===== src/rtl/regfile_wport_arb.sv =====
// regfile_wport_arb: shares the single register-file write port between the
// writeback stage (A) and the multi-cycle unit (B). The granted write is
// registered onto the write port, and the in-flight write is forwarded to the
// two read ports. A has priority over B.
//
// Optional build macro REGFILE_ARB_FAIRNESS_EN adds a starvation counter.
// Once B has been refused STARVE_LIMIT cycles in a row, B is forced through
// and A is held off for one cycle. Without the macro, A has strict priority
// and STARVE_LIMIT is ignored.

module regfile_wport_arb #(
    parameter int unsigned ADDR_SIZE    = 5,
    parameter int unsigned WORD_SIZE    = 32,
    parameter int unsigned STARVE_LIMIT = 4
) (
    input  logic                 clk,
    input  logic                 rst_n,

    input  logic                 a_valid,
    output logic                 a_ready,
    input  logic [ADDR_SIZE-1:0] a_addr,
    input  logic [WORD_SIZE-1:0] a_data,

    input  logic                 b_valid,
    output logic                 b_ready,
    input  logic [ADDR_SIZE-1:0] b_addr,
    input  logic [WORD_SIZE-1:0] b_data,

    output logic                 d_we,
    output logic [ADDR_SIZE-1:0] d_addr,
    output logic [WORD_SIZE-1:0] d_data,

    input  logic [ADDR_SIZE-1:0] s_addr,
    input  logic [ADDR_SIZE-1:0] t_addr,
    output logic                 s_fwd,
    output logic                 t_fwd,
    output logic [WORD_SIZE-1:0] fwd_data
);

    logic                 force_b;
    logic                 grant_a;
    logic                 grant_b;

    logic                 d_we_d,   d_we_q;
    logic [ADDR_SIZE-1:0] d_addr_d, d_addr_q;
    logic [WORD_SIZE-1:0] d_data_d, d_data_q;

    // Arbitration. The ready signals never depend on the requester's own valid.
    always_comb begin
        a_ready = !force_b;
        b_ready = !a_valid || force_b;
        grant_a = a_valid && a_ready;
        // When B is not forced, b_ready is already low while A is requesting.
        // The !grant_a term makes exclusivity explicit.
        grant_b = b_valid && b_ready && !grant_a;
    end

    // Next state of the write port. A write to $zero uses the slot but does not
    // raise the write enable.
    always_comb begin
        d_we_d   = 1'b0;
        d_addr_d = d_addr_q;
        d_data_d = d_data_q;
        if (grant_a) begin
            d_we_d   = (a_addr != '0);
            d_addr_d = a_addr;
            d_data_d = a_data;
        end else if (grant_b) begin
            d_we_d   = (b_addr != '0);
            d_addr_d = b_addr;
            d_data_d = b_data;
        end
    end

    // Write-port register. Asserting reset drops any in-flight write at once.
    always_ff @(posedge clk or negedge rst_n) begin
        if (!rst_n) begin
            d_we_q   <= 1'b0;
            d_addr_q <= '0;
            d_data_q <= '0;
        end else begin
            d_we_q   <= d_we_d;
            d_addr_q <= d_addr_d;
            d_data_q <= d_data_d;
        end
    end

`ifdef REGFILE_ARB_FAIRNESS_EN
    localparam logic [3:0] StarveLimit = 4'(STARVE_LIMIT);

    logic [3:0] wait_cnt_d, wait_cnt_q;

    // Count the consecutive cycles in which B is refused. The count saturates
    // at the limit, and at the limit force_b raises b_ready.
    always_comb begin
        wait_cnt_d = wait_cnt_q;
        if (!b_valid || grant_b) begin
            wait_cnt_d = '0;
        end else if (!b_ready && (wait_cnt_q != StarveLimit)) begin
            wait_cnt_d = wait_cnt_q + 4'd1;
        end
    end

    // Starvation counter register.
    always_ff @(posedge clk or negedge rst_n) begin
        if (!rst_n) begin
            wait_cnt_q <= '0;
        end else begin
            wait_cnt_q <= wait_cnt_d;
        end
    end

    assign force_b = (wait_cnt_q == StarveLimit);
`else
    logic [3:0] starve_limit_unused;

    assign starve_limit_unused = 4'(STARVE_LIMIT);
    assign force_b             = 1'b0;
`endif

    // Forward the write that is in flight. The register file commits it at the
    // end of this cycle, so a read in the same cycle would still see the old value.
    always_comb begin
        s_fwd    = d_we_q && (s_addr == d_addr_q) && (s_addr != '0);
        t_fwd    = d_we_q && (t_addr == d_addr_q) && (t_addr != '0);
        fwd_data = d_data_q;
    end

    assign d_we   = d_we_q;
    assign d_addr = d_addr_q;
    assign d_data = d_data_q;

endmodule


===== config.mk =====
export PLATFORM = sky130hd
export DESIGN_NAME = regfile_wport_arb
export DESIGN_NICKNAME = d
export VERILOG_FILES = /design/src/rtl/regfile_wport_arb.sv
export SDC_FILE = /design/constraint.sdc
export NUM_CORES = 1
export LEC_CHECK = 0
export ABC_CLOCK_PERIOD_IN_PS = 2800
export BUFFER_PORTS_ARGS = -buffer_cell sky130_fd_sc_hd__buf_2
export CORE_ASPECT_RATIO = 1.4
export CORE_MARGIN = 5
export CORE_UTILIZATION = 35
export DETAILED_ROUTE_END_ITERATION = 7
export HOLD_SLACK_MARGIN = 0.06
export PLACE_DENSITY = 0.72
export SYNTH_ARGS = -nofsm -noshare
export SYNTH_HDL_FRONTEND = slang
export SYNTH_SLANG_ARGS = --single-unit

===== constraint.sdc =====
create_clock -name clk -period 2.8 [get_ports clk]
set_input_delay 0.14 -clock clk [delete_from_list [all_inputs] [get_ports clk]]
set_output_delay 0.14 -clock clk [all_outputs]
set_load 0.02 [all_outputs]

==> results.sh <==
export IMPL_outcome="complete, no violations"
export IMPL_worstReg2RegEnd="d_addr[1]"
export IMPL_clockRootBuffer="clkbuf_8"
export IMPL_rsz0062_at_grt="false"
export IMPL_hold_viol_final=0
export IMPL_synthesis_nets=309
export IMPL_drt_iter0_drc=69
export IMPL_critPathKind="flop to primary output"
export IMPL_dieArea_sq_um=7803
export IMPL_power_frac_comb_pct=30.2
export IMPL_nets=448
export IMPL_gp_congestion=0.7491
export IMPL_initial_core_util_pct=36.26
export IMPL_synth_largest_area_cell="dfrtp_1"
export IMPL_grtUsageTotal_pct=15.24
export IMPL_fp_row_count=33
export IMPL_grt_max_degree=44
export IMPL_diodes=0
export IMPL_power_mw=1.477
export IMPL_clk_latency_ps=280
export IMPL_clockBufferDepth=2
export IMPL_synth_cells=221
export IMPL_cts_made_buffers=5
export IMPL_syn2layout_area_growth_pct=38.63
export IMPL_synth_common_cells="o21ai_1, nand2_1, dfrtp_1, mux2i_1, buf_4"
export IMPL_ys_top_cells_by_area="dfrtp_1, mux2i_1, buf_4"
export IMPL_drc=0
export IMPL_setup_violations=0
export IMPL_grt_pass1_vias=2043
export IMPL_critPathCaptureType="primary output"
export IMPL_maxCapViolCount=0
export IMPL_num_io_pins=162
export IMPL_reg2reg_slack_ps=2000
export IMPL_cts_tree="done"
export IMPL_antenna_found_initial=0
export IMPL_async_reset_ff_share_pct=100.0
export IMPL_r2r_start="d_addr[1]"
export IMPL_post_cts_buffers=0
export IMPL_power_frac_seq_pct=43.5
export IMPL_start_kind="flop"
export IMPL_layout_cells_non_filler=431
export IMPL_clock_fmax_ghz=0.6006
export IMPL_die_x_microns=76.10
export IMPL_skew_ps=0
export IMPL_slew_viol_final=0
export IMPL_placedCellCount=408
export IMPL_grt_pass1_wl_microns=9722
export IMPL_clk_pin_slew_ps=70
export IMPL_dp_hpwl_microns=4657
export IMPL_yosysSeqAreaShare_pct=44.42
export IMPL_whs_ps=65.29
export IMPL_clock_sinks=38
export IMPL_synthFlopType="dfrtp_1"
export IMPL_synth_edff_count=0
export IMPL_dr_pass1_iters=4
export IMPL_die_h_microns=102.5
export IMPL_worstSetupStartpoint="d_addr[0]"
export IMPL_fin_util_pct=50.26
export IMPL_arrival_ps=1530
export IMPL_r2r_cells=2
export IMPL_dpl_instance_area_sq_um=2726
export IMPL_ys_warn_count=0
export IMPL_wl_microns=6217
export IMPL_grt_remaining_overflow=0
export IMPL_ys_types=19
export IMPL_drive_gt1_share_pct=47.09
export IMPL_power_leakage_nw=1.641
export IMPL_fin_crit_sh_pct=59.47
export IMPL_required_ps=2660
export IMPL_dp_worst_setup_slack_ps=1333
export IMPL_setup_worst_path_end="t_fwd"
export IMPL_hold_path_class="input pin to flop"
export IMPL_via_per_inst=4.661
export IMPL_timing_setup_tns_ps=0
export IMPL_syn_area_per_cell_sq_um=9.687
export IMPL_relSlewSlack_pct=41.29
export IMPL_ys_ff_latch=38
export IMPL_yosysMostFrequentCell="o21ai_1"
export IMPL_worstMarginPinSlew_ps=880.7
export IMPL_routed_via_count=2009
export IMPL_worstPathMaxFanout=5
export IMPL_power_frac_clock_pct=26.3
export IMPL_p_int_uw=979.2
export IMPL_p_switching_uw=497.5
export IMPL_layout_min_cycle_time_ps=1665
export IMPL_postRouteAntennaNets=0
export IMPL_ir_drop_mv=0.3212
export IMPL_fin_area_sq_um=2968
export IMPL_switching_share_pct=33.69
export IMPL_port_buffers=160
export IMPL_core_area_sq_um=5904
export IMPL_powerDensity_nw_per_um2=497.5
export IMPL_avgRoutedWirePerCell_microns=14.42
export IMPL_netlist_area_leader_share_pct=44.42
export IMPL_ctsResizeCount=0
export IMPL_htree_levels=2
export IMPL_netlist_area_sq_um=2141
export IMPL_finalWorstSetupSlack_ps=1135
==> metal layers <==
metal	vias to the layer above	GRT usage (%)	wire length [microns]	share of wire, %
li1	989	-	-	-
met1	930	15.45	2140	34
met2	82	30.15	3497	56
met3	8	3.409	472	7.6
met4	0	5.787	106	1.7
met5	-	0	0	0
==> registers in the layout, summed over array words and instances (netlist names) <==
name,flops
d_data,32
d_addr,5
d_we,1
==> power by group through the flow <==
stage / registers (mW) / logic [mW] / clock network [mW]
after floorplan: 0.713 / 0.241 / 0
after global placement: 0.651 / 0.427 / 0
after detailed placement: 0.652 / 0.434 / 0
after CTS: 0.643 / 0.450 / 0.407
after global routing: 0.652 / 0.483 / 0.425
final: 0.643 / 0.445 / 0.389
==> worst min-delay path by stage <==
stage | start | to | slack [ps] | depth (start not counted)
after global placement | rst_n | d_data[18] | 300 | 1
after detailed placement | rst_n | d_data[18] | 310 | 1
after global routing | a_data[15] | d_data[15] | 70 | 3
after floorplan | rst_n | d_addr[0] | -160 | 0
final | a_data[18] | d_data[18] | 70 | 3
after CTS | a_data[22] | d_data[22] | 60 | 3
==> critical path, cell delays in order, from the launching register on <==
cell	delay, ps
dfrtp_1	440
nor4_1	340
o21ai_0	130
and4_1	180
buf_2	150
==> what timing repair did <==
| item | in CTS | in global routing |
|---|---|---|
| setup endpoints to repair | 0 | 0 |
| hold buffers | 15 | 0 |
| hold endpoints to repair | 52 | 0 |
==> cell families (layout without fill, tap and decap cells) <==
| kind of cell | Yosys count | count (layout) | synth area share [%] |
|---|---|---|---|
| AND/OR/NAND/NOR | 49 | 49 | 9.994 |
| buffers and inverters | 46 | 186 | 15.02 |
| AO/OA/AOI/OAI | 42 | 42 | 9.819 |
| flip-flops | 38 | 38 | 44.42 |
| multiplexers | 37 | 37 | 17.30 |
| XOR/XNOR | 8 | 8 | 3.273 |
| other | 1 | 1 | 0.1752 |
==> area by class of cell <==
cell class	instances	area [sq um]
fill	567	2937
timing repair buffer	177	965.9
sequential	38	950.9
multi-input combinational	137	868.3
tap	70	87.58
clock buffer	7	86.33
clock inverter	1	5.005
inverter	1	3.754
==> layout by cell type, fill, tap and decap left out <==
master and count:
buf_2 160, o21ai_1 40, clkbuf_1 1, mux2i_1 37, dlygate4sd3_1 15, and4_1 2, xor2_1 6, xnor2_1 2
buf_4 2, or2_1 2, o21ai_0 2, clkinv_2 1, or4_1 2, nor4_1 2, dfrtp_1 38, nand2_1 39
inv_2 1, nor3_1 2, clkbuf_8 6, conb_1 1
(Power assumes the default switching activity.)
